===== src/rtl/palette_index_encoder.sv =====
// Nearest-colour encoder: maps a 24-bit RGB pixel to a 4-bit sprite palette index
// by scanning palette entries 1..15 one per cycle; entry 0 is reserved for transparency.
module palette_index_encoder #(
  parameter logic [23:0] TRANSPARENT_KEY = 24'h000000,
  parameter bit          EARLY_EXIT      = 1'b1
) (
  input  logic        i_clk,
  input  logic        i_rst_n,
  input  logic [23:0] i_palette [16],
  input  logic        i_pix_valid,
  output logic        o_pix_ready,
  input  logic [23:0] i_pix_rgb,
  output logic        o_idx_valid,
  input  logic        i_idx_ready,
  output logic [3:0]  o_idx,
  output logic        o_exact,
  output logic [9:0]  o_dist,
  output logic [1:0]  o_dbg_state
);

  // Handshakes: a pixel transfers on a rising edge where i_pix_valid && o_pix_ready;
  // a result transfers on a rising edge where o_idx_valid && i_idx_ready. A producer
  // holds its payload stable until the transfer; valid never depends on ready.

  typedef enum logic [1:0] {
    S_IDLE   = 2'd0,
    S_SEARCH = 2'd1,
    S_DONE   = 2'd2
  } state_e;

  state_e      state_q;
  logic        pix_ready_q;
  logic        idx_valid_q;
  logic [3:0]  idx_q;
  logic        exact_q;
  logic [9:0]  dist_q;
  logic [23:0] pix_q;
  logic [3:0]  cand_q;
  logic [3:0]  best_idx_q;
  logic [9:0]  best_dist_q;

  logic [23:0] cand_rgb;
  logic [9:0]  cand_dist;
  logic        cand_better;
  logic        cand_last;
  logic [3:0]  best_idx_d;
  logic [9:0]  best_dist_d;

  function automatic logic [7:0] abs_diff(input logic [7:0] a, input logic [7:0] b);
    logic [7:0] r;
    if (a > b) r = a - b;
    else       r = b - a;
    return r;
  endfunction

  // Manhattan distance in RGB space; 3 x 255 fits in 10 bits.
  function automatic logic [9:0] rgb_dist(input logic [23:0] a, input logic [23:0] b);
    logic [9:0] dr;
    logic [9:0] dg;
    logic [9:0] db;
    dr = {2'b00, abs_diff(a[23:16], b[23:16])};
    dg = {2'b00, abs_diff(a[15:8],  b[15:8])};
    db = {2'b00, abs_diff(a[7:0],   b[7:0])};
    return dr + dg + db;
  endfunction

  always_comb begin
    cand_rgb    = i_palette[cand_q];
    cand_dist   = rgb_dist(pix_q, cand_rgb);
    // Strict compare keeps the lower index on ties.
    cand_better = (cand_dist < best_dist_q);
    best_idx_d  = best_idx_q;
    best_dist_d = best_dist_q;
    if (cand_better) begin
      best_idx_d  = cand_q;
      best_dist_d = cand_dist;
    end
    cand_last = (EARLY_EXIT && (cand_dist == 10'd0)) || (cand_q == 4'd15);
  end

  always_ff @(posedge i_clk or negedge i_rst_n) begin
    if (!i_rst_n) begin
      state_q     <= S_IDLE;
      pix_ready_q <= 1'b1;
      idx_valid_q <= 1'b0;
      idx_q       <= 4'd0;
      exact_q     <= 1'b0;
      dist_q      <= 10'd0;
      pix_q       <= 24'd0;
      cand_q      <= 4'd0;
      best_idx_q  <= 4'd0;
      best_dist_q <= 10'd0;
    end else begin
      case (state_q)
        S_IDLE: begin
          if (i_pix_valid) begin
            pix_q       <= i_pix_rgb;
            pix_ready_q <= 1'b0;
            if (i_pix_rgb == TRANSPARENT_KEY) begin
              idx_q       <= 4'd0;
              dist_q      <= 10'd0;
              exact_q     <= 1'b1;
              idx_valid_q <= 1'b1;
              state_q     <= S_DONE;
            end else begin
              cand_q      <= 4'd1;
              best_idx_q  <= 4'd1;
              best_dist_q <= 10'h3FF;
              state_q     <= S_SEARCH;
            end
          end
        end
        S_SEARCH: begin
          best_idx_q  <= best_idx_d;
          best_dist_q <= best_dist_d;
          if (cand_last) begin
            idx_q       <= best_idx_d;
            dist_q      <= best_dist_d;
            exact_q     <= (best_dist_d == 10'd0);
            idx_valid_q <= 1'b1;
            state_q     <= S_DONE;
          end else begin
            cand_q <= cand_q + 4'd1;
          end
        end
        S_DONE: begin
          // No bypass to accept: ready only rises after the result leaves.
          if (i_idx_ready) begin
            idx_valid_q <= 1'b0;
            pix_ready_q <= 1'b1;
            state_q     <= S_IDLE;
          end
        end
        default: begin
          idx_valid_q <= 1'b0;
          pix_ready_q <= 1'b1;
          state_q     <= S_IDLE;
        end
      endcase
    end
  end

  assign o_pix_ready = pix_ready_q;
  assign o_idx_valid = idx_valid_q;
  assign o_idx       = idx_q;
  assign o_exact     = exact_q;
  assign o_dist      = dist_q;
  assign o_dbg_state = state_q;

endmodule


===== config.mk =====
export PLATFORM = sky130hd
export DESIGN_NAME = palette_index_encoder
export DESIGN_NICKNAME = d
export VERILOG_FILES = /design/src/rtl/palette_index_encoder.sv
export SDC_FILE = /design/constraint.sdc
export NUM_CORES = 1
export LEC_CHECK = 0
export CAP_MARGIN = 20
export CORE_AREA = 3 3 169 171
export CTS_CLUSTER_DIAMETER = 120
export CTS_CLUSTER_SIZE = 30
export DETAILED_ROUTE_END_ITERATION = 7
export DIE_AREA = 0 0 172 174
export MAX_ROUTING_LAYER = met4
export PLACE_DENSITY = 0.62
export SLEW_MARGIN = 20
export SYNTH_ARGS = -nofsm -noshare
export SYNTH_HDL_FRONTEND = slang
export SYNTH_SLANG_ARGS = --single-unit

===== constraint.sdc =====
create_clock -name i_clk -period 8.6 [get_ports i_clk]
set_clock_uncertainty 0.15 [all_clocks]
set_input_delay 0.86 -clock i_clk [delete_from_list [all_inputs] [get_ports i_clk]]
set_output_delay 0.86 -clock i_clk [all_outputs]
set_load 0.005 [all_outputs]

==> flow_metrics.py, run 1 <==
metrics = {
    "route": {
        "number_of_iterations_in_the_first_detailed_routing_pass": 4,
        "wl_per_cell_um": 22.4,
        "avgViaCountPerCell": 5.23,
        "route.met2.wl_um": 18100,
        "detail_route.iter0.violations": 497,
        "highest_layer": "met4",
        "routed_wl_um": 37000,
        "drt_drc_violations_left": 0,
        "drt-met1-wl_um": 16400,
        "vias": 8641,
        "antenna_violating_nets_post_route": 0,
        "met3RoutedLength_um": 2120,
    },
    "floorplanning": {
        "floorplan.rows": 60,
        "die-height_um": 174,
        "die_area_um2": 29900,
        "num_io_pins": 431,
        "core_region_area_um2": 27000,
        "dieWidth_um": 172,
        "start_util_pct": 31.1,
    },
    "clock_tree": {
        "cts-buffers-inserted": 9,
        "clock_tree_from_tritoncts": "built",
        "maximum_count_of_clock_buffers_along_a_single_path": 2,
        "clock_latency_ns": 0.33,
        "clk_pin_slew_ns": 0.06,
        "clock_tree.htree_level_count": 3,
        "clkSinkCount": 61,
        "cts_root_buf": "sky130_fd_sc_hd__clkbuf_16",
    },
    "sta": {
        "setup_total_negative_slack_ns": 0,
        "max-slew-margin-rel_pct": 28.7,
        "slew_viol_final": 0,
        "setup_viol": 0,
        "hold-worst-slack_ns": 0.337,
        "worst_slew_pin_slew_ns": 1.06,
        "number_of_hold_slack_violations_in_the_final_timing_report": 0,
        "timing.final.crit_share_pct": 92.5,
        "grt_setup_unrepaired": "no",
        "max_freq_ghz": 0.126,
        "post-route-min-period_ns": 7.95,
    },
    "place": {
        "port_buffers": 430,
        "place.gp.congestion": 0.943,
        "dp_hpwl_um": 31100,
    },
    "finish": {
        "utilization_pct": 49.6,
        "layout-drive-gt1-share_pct": 9.95,
        "finish.net_count": 1793,
        "area_delta_synth_final_pct": 59.4,
    },
    "synthesis": {
        "synthDominantCellAreaShare_pct": 17.8,
        "syn-num-nets": 1389,
        "sequential_to_total_area_share_from_yosys_stat_pct": 18.2,
        "most_repeated_cell_in_the_gate_level_netlist_after_synthesis": "sky130_fd_sc_hd__mux2i_1",
        "post_synth_instance_area_um2": 8410,
        "synth-edff-count": 0,
        "synth-warning-count": 0,
        "synth_top_cell_by_area": "sky130_fd_sc_hd__dfrtp_1",
        "postSynth.asyncResetShare_pct": 100,
        "synth_area_per_cell_um2": 9.37,
        "synth-seq-cells": 61,
        "synth_top_flop_cell": "sky130_fd_sc_hd__dfrtp_1",
        "synthTopCellsByCount": "108 x sky130_fd_sc_hd__mux2i_1, 91 x sky130_fd_sc_hd__inv_1, 75 x sky130_fd_sc_hd__o21ai_0",
        "synth.area.top_cells": "sky130_fd_sc_hd__dfrtp_1 18%, sky130_fd_sc_hd__mux2i_1 13%, sky130_fd_sc_hd__mux4_2 13%",
        "postSynthCellCount": 898,
        "synthDistinctLibCells": 60,
    },
    "grt": {
        "antenna_found_initial": 5,
        "grt_pass1_vias": 9028,
        "grt_util_all_layers_pct": 24.9,
        "grt_start_max_net_pins": 62,
        "grt-ovfl-total": 0,
        "grt_pass1_wl_um": 54900,
    },
    "setup_path": {
        "critical_path.n_buffers_inverters": 5,
        "timing.critical_path.fanout_max": 27,
        "crit_path_top_delay_cell": "sky130_fd_sc_hd__dfrtp_4",
        "worst_path_required_time_ns": 8.65,
        "start_kind": "register",
        "largest_incremental_delay_on_the_critical_path_ns": 0.76,
        "critical_path.endpoint_type": "register",
        "setup.worst_path.class": "reg2reg",
        "timing.critical_path.arrival_ns": 8.01,
        "crit_family": "compound AO/OA/AOI/OAI gates",
    },
    "run": {
        "count_of_max_cap_constraint_violations": 0,
    },
    "outcome": {
        "run_status": "finished clean",
    },
    "hold_path": {
        "min_path_type": "reg2reg",
    },
}
-- sequential cells by signal, indices dropped and copies added (netlist names) --
register     cells
pix_q           24
o_dbg_state      2
cand_q           4
best_dist_q     10
o_dist          10
o_idx            4
o_pix_ready      1
o_exact          1
best_idx_q       4
o_idx_valid      1
-- placed cells by master (no fill, tap or decap), types with 4 or more instances in the layout --
cell / instances
sky130_fd_sc_hd__and2_1: 26
sky130_fd_sc_hd__clkdlybuf4s50_1: 429
sky130_fd_sc_hd__o21ai_0: 75
sky130_fd_sc_hd__o22a_1: 10
sky130_fd_sc_hd__a21o_1: 9
sky130_fd_sc_hd__diode_2: 5
sky130_fd_sc_hd__nand3_1: 15
sky130_fd_sc_hd__a211oi_1: 8
sky130_fd_sc_hd__nor2_1: 11
sky130_fd_sc_hd__o2bb2ai_1: 17
sky130_fd_sc_hd__ha_1: 64
sky130_fd_sc_hd__nand2_1: 50
sky130_fd_sc_hd__fa_1: 15
sky130_fd_sc_hd__inv_1: 91
sky130_fd_sc_hd__dfrtp_1: 57
sky130_fd_sc_hd__o311ai_0: 5
sky130_fd_sc_hd__a21boi_0: 4
sky130_fd_sc_hd__mux2_2: 29
sky130_fd_sc_hd__xor2_1: 6
sky130_fd_sc_hd__a31oi_1: 6
sky130_fd_sc_hd__a221oi_1: 27
sky130_fd_sc_hd__buf_12: 4
sky130_fd_sc_hd__buf_4: 16
sky130_fd_sc_hd__o21a_1: 5
sky130_fd_sc_hd__nor4_1: 11
sky130_fd_sc_hd__nand4_1: 8
sky130_fd_sc_hd__a22oi_1: 21
sky130_fd_sc_hd__mux2i_1: 108
sky130_fd_sc_hd__clkbuf_16: 9
sky130_fd_sc_hd__xnor2_1: 16
sky130_fd_sc_hd__o21bai_1: 4
sky130_fd_sc_hd__mux4_2: 48
sky130_fd_sc_hd__a21oi_1: 47
-- layer usage --
metal,vias to the layer above,GRT usage (%)
li1,4204,-
met1,4138,32.9
met2,278,40.9
met3,21,4.09
met4,0,4.09
met5,-,-
-- worst paths after layout --
kind                           start   endpoint  slack (ns)  cells after the start
setup / recovery           cand_q[0]  o_dist[3]        0.65                     29
hold / removal              o_idx[3]   o_idx[3]        0.34                      1
setup reg to reg           cand_q[0]  o_dist[3]        0.65                     29
hold reg to reg             o_idx[3]   o_idx[3]        0.34                      1
max in group asynchronous    i_rst_n  cand_q[0]        7.08                      2
min in group asynchronous    i_rst_n  o_dist[3]        0.57                      2
-- stage by stage --
step	instance area, um2	std cells	setup WS, ns
after CTS	13400	1648	0.472
after floorplan	8410	898	1.59
final	13400	1653	0.646
after global placement	13100	1632	0.605
after global routing	13400	1652	0.0287
after detailed placement	13100	1632	0.498
-- what timing repair did --
action / in CTS / in global routing
hold buffers: 0 / 0
setup endpoints to repair: 0 / 24
gates resized for setup: 0 / 2
buffers inserted: 0 / 0
-- cells by family after synthesis --
logic type,share of synthesized area [%]
AOI/OAI and AO/OA,21.2
xor gates and xnor gates,2.62
adders and majority gates,13.1
buffers and inverters,7.08
DFF,18.2
muxes,29.6
and+or+nand+nor,8.33
-- worst register-to-register path, delay by kind of cell, from the launching register on --
kind,cells,cell delay [ns]
buffers and inverters,5,1.11
and+or+nand+nor,4,0.60
DFF,1,0.76
muxes,3,0.72
adders and majority gates,4,1.48
AOI/OAI and AO/OA,12,2.87
xor gates and xnor gates,1,0.17
-- cell type report --
type / instances / area, um2
Fill cell: 2572 / 13600
Multi-Input combinational cell: 689 / 6320
Timing Repair Buffer: 450 / 4500
Sequential cell: 61 / 1530
Tap cell: 341 / 427
Inverter: 91 / 342
Clock buffer: 10 / 239
Clock inverter: 6 / 45.0
Antenna cell: 5 / 12.5
Power of run 1 is not shown: default switching activity piles up to over one toggle a cycle in this logic, so the estimate is an artifact.
==> run 2: changes to the inputs <==
- ABC_AREA: default -> 0
==> results of run 2 <==
Same layout as run 1: the final DEF is identical, and so are final timing and power.
Power of run 2 is left out for the same reason.
==> run 3: changes to the inputs <==
- CTS_CLUSTER_SIZE: 30 -> 20
- SLEW_MARGIN: 20 -> 10
==> results of run 3 <==
Same layout as run 1: the final DEF is identical, and so are final timing and power.
Power of run 3 is left out for the same reason.
==> edit 1: new RTL, config.mk and constraints of run 3 <==
Register the output `o_dbg_state` once more, cleared by the reset; this adds one clock of latency there. The other outputs are not delayed to match.
--- a/src/rtl/palette_index_encoder.sv
+++ b/src/rtl/palette_index_encoder.sv
@@ -146,5 +146,11 @@
   assign o_exact     = exact_q;
   assign o_dist      = dist_q;
-  assign o_dbg_state = state_q;
+  always_ff @(posedge i_clk or negedge i_rst_n) begin
+    if (!i_rst_n) begin
+      o_dbg_state <= '0;
+    end else begin
+      o_dbg_state <= state_q;
+    end
+  end
 
 endmodule
Check against the original RTL: not equivalent (Yosys sat finds a counterexample within 4 cycles, from zero or initial values and one cycle with i_rst_n low).
==> edit 1 against run 3 <==
  * Worst hold slack lost 0.0057 ns
  * Count of clock-buffer cells in the layout shrank 1
  * Sequential cell count grew 2
  * Synthesized cell count grew 5.9%
  * Sequential share of layout area is essentially flat
  * Setup slack lost 0.049 ns
  * First-iteration DRC count grew 3.8%
  * Wire length grew 9.3%
  * Design area grew 3.1%
  * Synthesized area grew 3.4%
Power is not shown: default switching activity piles up to over one toggle a cycle in this logic, so the estimate is an artifact.
==> edit 1: results (changes against run 3) <==
[run_status]
outcome=finished clean  ; unchanged

[synthesis]
synth_cell_types=68  ; was 60
ys_warn_count=0  ; unchanged
synthXorXnorAreaFrac_pct=2.11  ; was 2.62%
ys_seq_area_share_pct=18.1  ; was 18.2%
synth_fa_ha_area_share_pct=12.7  ; was 13.1%
ys_top_cells_by_count=105 x mux2i_1, 82 x inv_1, 76 x nand2_1  ; was 108 x mux2i_1, 91 x inv_1, 75 x o21ai_0
synthesis.nets=1442  ; was 1389
synth_mux_area_share_pct=30.1  ; was 29.6%
synth_area_leaders=dfrtp_1 18%, mux4_2 12%, mux2i_1 12%  ; was dfrtp_1 18%, mux2i_1 13%, mux4_2 13%
synth-compound-area-share_pct=19.9  ; was 21.2%
async_reset_ff_share_pct=100  ; unchanged

[clock_tree]
cts_resized=0  ; unchanged
cts.htree.levels=3  ; unchanged
root_buffer=clkbuf_16  ; unchanged
clock_latency_ns=0.34
clkTransAtPathRegs_ns=0.06  ; about the same
cts_made_buffers=9  ; unchanged
clockBufferDepth=2  ; unchanged

[timing]
worstMarginPinSlew_ns=1.13  ; was 1.06 ns

[setup_path]
cpMaxStageDelayCell=dfrtp_4  ; unchanged
reg2reg_depth=28  ; was 29
slowest_delay_ns=0.59  ; was 0.76 ns
critPathTopFamily=compound AO/OA/AOI/OAI gates  ; unchanged
crit_arrival_ns=8.08  ; was 8.01 ns
critPathMaxFanout=24  ; was 27

[route]
drt_first_pass_iters=7  ; was 4
first_iter_violations=516  ; was 497
vias_per_cell=5.35  ; was 5.23
wire_per_inst_microns=23.6  ; was 22.4 microns

[grt]
grt_usage_pct=27.1  ; was 24.9%
grt_pass1_vias=9505  ; was 9028
grt_max_degree=64  ; was 62
grt_pass1_wl_microns=59100  ; was 54900 microns
antenna_found_initial=5  ; unchanged

[placement]
dp_hpwl_microns=34300  ; was 31100 microns
place_congestion=0.914  ; was 0.943

[finish]
layout-drive-gt1-share_pct=11.9  ; was 9.95%
largest_register_ffs=24  ; unchanged
fin_nets=1860  ; was 1793

[worst_hold_path]
hold_depth=1  ; unchanged

-- edit 1: final cells by class --
class | count | area [sq um]
fillers | 2565 | 13200
clock buffers | 9 | 225
inverters | 82 | 308
repair buffers | 465 | 4630
flip-flops and latches | 63 | 1580
clock inverters | 7 | 72.6
well taps | 341 | 427
multi-input cells | 748 | 6570
diodes | 3 | 7.51
-- edit 1: stage by stage --
step	cells	cell area [sq um]	setup WS [ns]	hold slack, ns
after floorplan	951	8700	1.18	0.202
after global placement	1698	13500	0.631	0.327
after detailed placement	1698	13500	0.345	0.325
after CTS	1714	13800	0.494	0.338
after global routing	1718	13800	0.00367	0.364
final	1718	13800	0.597	0.332
-- edit 1: final timing paths --
path	from	endpoint	slack, ns
setup reg to reg	cand_q[0]	o_dist[6]	0.60
hold / removal	o_idx_valid	o_idx_valid	0.33
setup / recovery	cand_q[0]	o_dist[6]	0.60
min in group asynchronous	i_rst_n	o_dist[4]	0.57
hold reg to reg	o_idx_valid	o_idx_valid	0.33
max in group asynchronous	i_rst_n	cand_q[0]	7.07
-- edit 1: cells by family (layout without fill, tap and decap cells) --
family,Yosys count,count (layout)
AOI/OAI and AO/OA,263,263
muxes,194,194
and+or+nand+nor,191,191
buffers and inverters,140,563
adders and majority gates,79,79
DFF,63,63
xor gates and xnor gates,21,21
other,0,3
-- edit 1: layer usage --
| metal | up-vias | track usage (%) | routed length, microns |
|---|---|---|---|
| met5 | - | - | 0 |
| met4 | 0 | 3.19 | 289 |
| met3 | 21 | 3.48 | 2110 |
| met2 | 300 | 45.3 | 20200 |
| met1 | 4502 | 36.2 | 17800 |
| li1 | 4372 | - | - |
-- edit 1: what timing repair did --
action                     in CTS  in global routing
setup buffers                   0                  1
setup endpoints to repair       0                  8
hold buffers                    0                  0
==> edit 2: new RTL, settings of run 3 <==
Made on the original files. `EARLY_EXIT`: 1'b1 -> 1'b0.
--- a/src/rtl/palette_index_encoder.sv
+++ b/src/rtl/palette_index_encoder.sv
@@ -3,5 +3,5 @@
 module palette_index_encoder #(
   parameter logic [23:0] TRANSPARENT_KEY = 24'h000000,
-  parameter bit          EARLY_EXIT      = 1'b1
+  parameter bit          EARLY_EXIT      = 1'b0
 ) (
   input  logic        i_clk,
Behaviour: not the same (Yosys sat finds a counterexample within 4 cycles, from zero or initial values and one cycle with i_rst_n low).
==> edit 2 against run 3 <==
  * Setup slack worse by 0.014 ns
  * Sequential cell count did not move
  * Design area fell by 2.0%
  * Critical path depth is 4 lower
  * Synthesized area down 4.5%
  * Wire length barely moved
  * Synthesized cell count decreased by 18%
Power is left out: the tool's default activity adds up to more than one toggle a clock period on the data nets, which glitch-free logic cannot reach.
==> edit 2: results (changes against run 3) <==
[finish]
layout-drive-gt1-share_pct=15.0  ; was 9.95%
fin_nets=1644  ; was 1793
nFillCells=2503  ; was 2572
regMostFlops=pix_q  ; unchanged

[route]
ant_nets=0  ; unchanged
wire_per_inst_microns=24.5  ; was 22.4 microns
first_iter_violations=532  ; was 497
drt-total-wl_microns=37000  ; about the same
vias_per_cell=5.28  ; was 5.23
drt_first_pass_iters=4  ; unchanged

[placement]
io_buffers=430  ; unchanged
dp_hpwl_microns=32300  ; was 31100 microns
place_area_sq_um=12800  ; was 13100 sq um
place_congestion=1.04  ; was 0.943
pre_cts_ws_ns=0.538  ; was 0.498 ns
dp.cells=1483  ; was 1632

[clock_tree]
clockBufferDepth=2  ; unchanged
root_buffer=clkbuf_16  ; unchanged
clock_latency_ns=0.34

[synthesis]
synth-compound-area-share_pct=12.2  ; was 21.2%
ys_seq_area_share_pct=19.0  ; was 18.2%
synth_cell_types=56  ; was 60
synth_mux_area_share_pct=38.6  ; was 29.6%
synthXorXnorAreaFrac_pct=2.40  ; was 2.62%
ys_top_cells_by_count=120 x mux4_2, 89 x inv_1, 64 x ha_1  ; was 108 x mux2i_1, 91 x inv_1, 75 x o21ai_0
synth_area_leaders=mux4_2 34%, dfrtp_1 19%, ha_1 10%  ; was dfrtp_1 18%, mux2i_1 13%, mux4_2 13%
synthesis.nets=1226  ; was 1389
synth_fa_ha_area_share_pct=13.7  ; was 13.1%
synthCells=735  ; was 898

[setup_path]
regToRegSetupSlack_ns=0.63
slowest_delay_ns=0.71  ; was 0.76 ns
critPathMaxFanout=33  ; was 27
critical_path_class=reg -> reg  ; unchanged
reg2reg_depth=25  ; was 29
crit_arrival_ns=8.08  ; was 8.01 ns
worstReg2RegEnd=best_dist_q[0]  ; was o_dist[3]

[worst_hold_path]
min-delay-start=o_dist[3]  ; was o_idx[3]
hold_depth=2  ; was 1
min_to=o_dist[3]  ; was o_idx[3]

[timing]
worstMarginPinSlew_ns=0.832  ; was 1.06 ns
fin_crit_sh_pct=92.7  ; was 92.5%
holdWs_ns=0.335  ; was 0.337 ns

[run_status]
outcome=finished clean  ; unchanged

[grt]
grt_pass1_wl_microns=53200  ; was 54900 microns
grt_pass1_vias=8299  ; was 9028
antenna_found_initial=18  ; was 5
grt_usage_pct=24.9  ; about the same

## edit 2: cell count changes after synthesis, sizes merged, moves of 8 or more
cell     before  now
mux2         29    9
mux2i       108   29
a22oi        21    0
buf          26   18
a221oi       27    0
nand3        15    7
o2bb2ai      17    3
o21ai        77   53
mux4         48  120
a21oi        49   24
and2         26    3
nor2         12   22
## edit 2: final cells by class
type / instances / area, sq um / share of cell area (%)
Antenna cell: 11 / 27.5 / 0.209
Clock buffer: 9 / 225 / 1.71
Clock inverter: 7 / 82.6 / 0.628
Inverter: 90 / 338 / 2.57
Multi-Input combinational cell: 540 / 5980 / 45.5
Sequential cell: 61 / 1540 / 11.7
Tap cell: 341 / 427 / 3.25
Timing Repair Buffer: 451 / 4520 / 34.4
## edit 2: layer usage
metal | vias to the layer above | share of wire [%] | global-route usage [%]
met2 | 294 | 50 | 40.3
li1 | 3661 | - | -
met3 | 28 | 8.7 | 7.41
met4 | 0 | 1.4 | 4.59
met1 | 3983 | 40 | 31.4
met5 | - | 0 | -
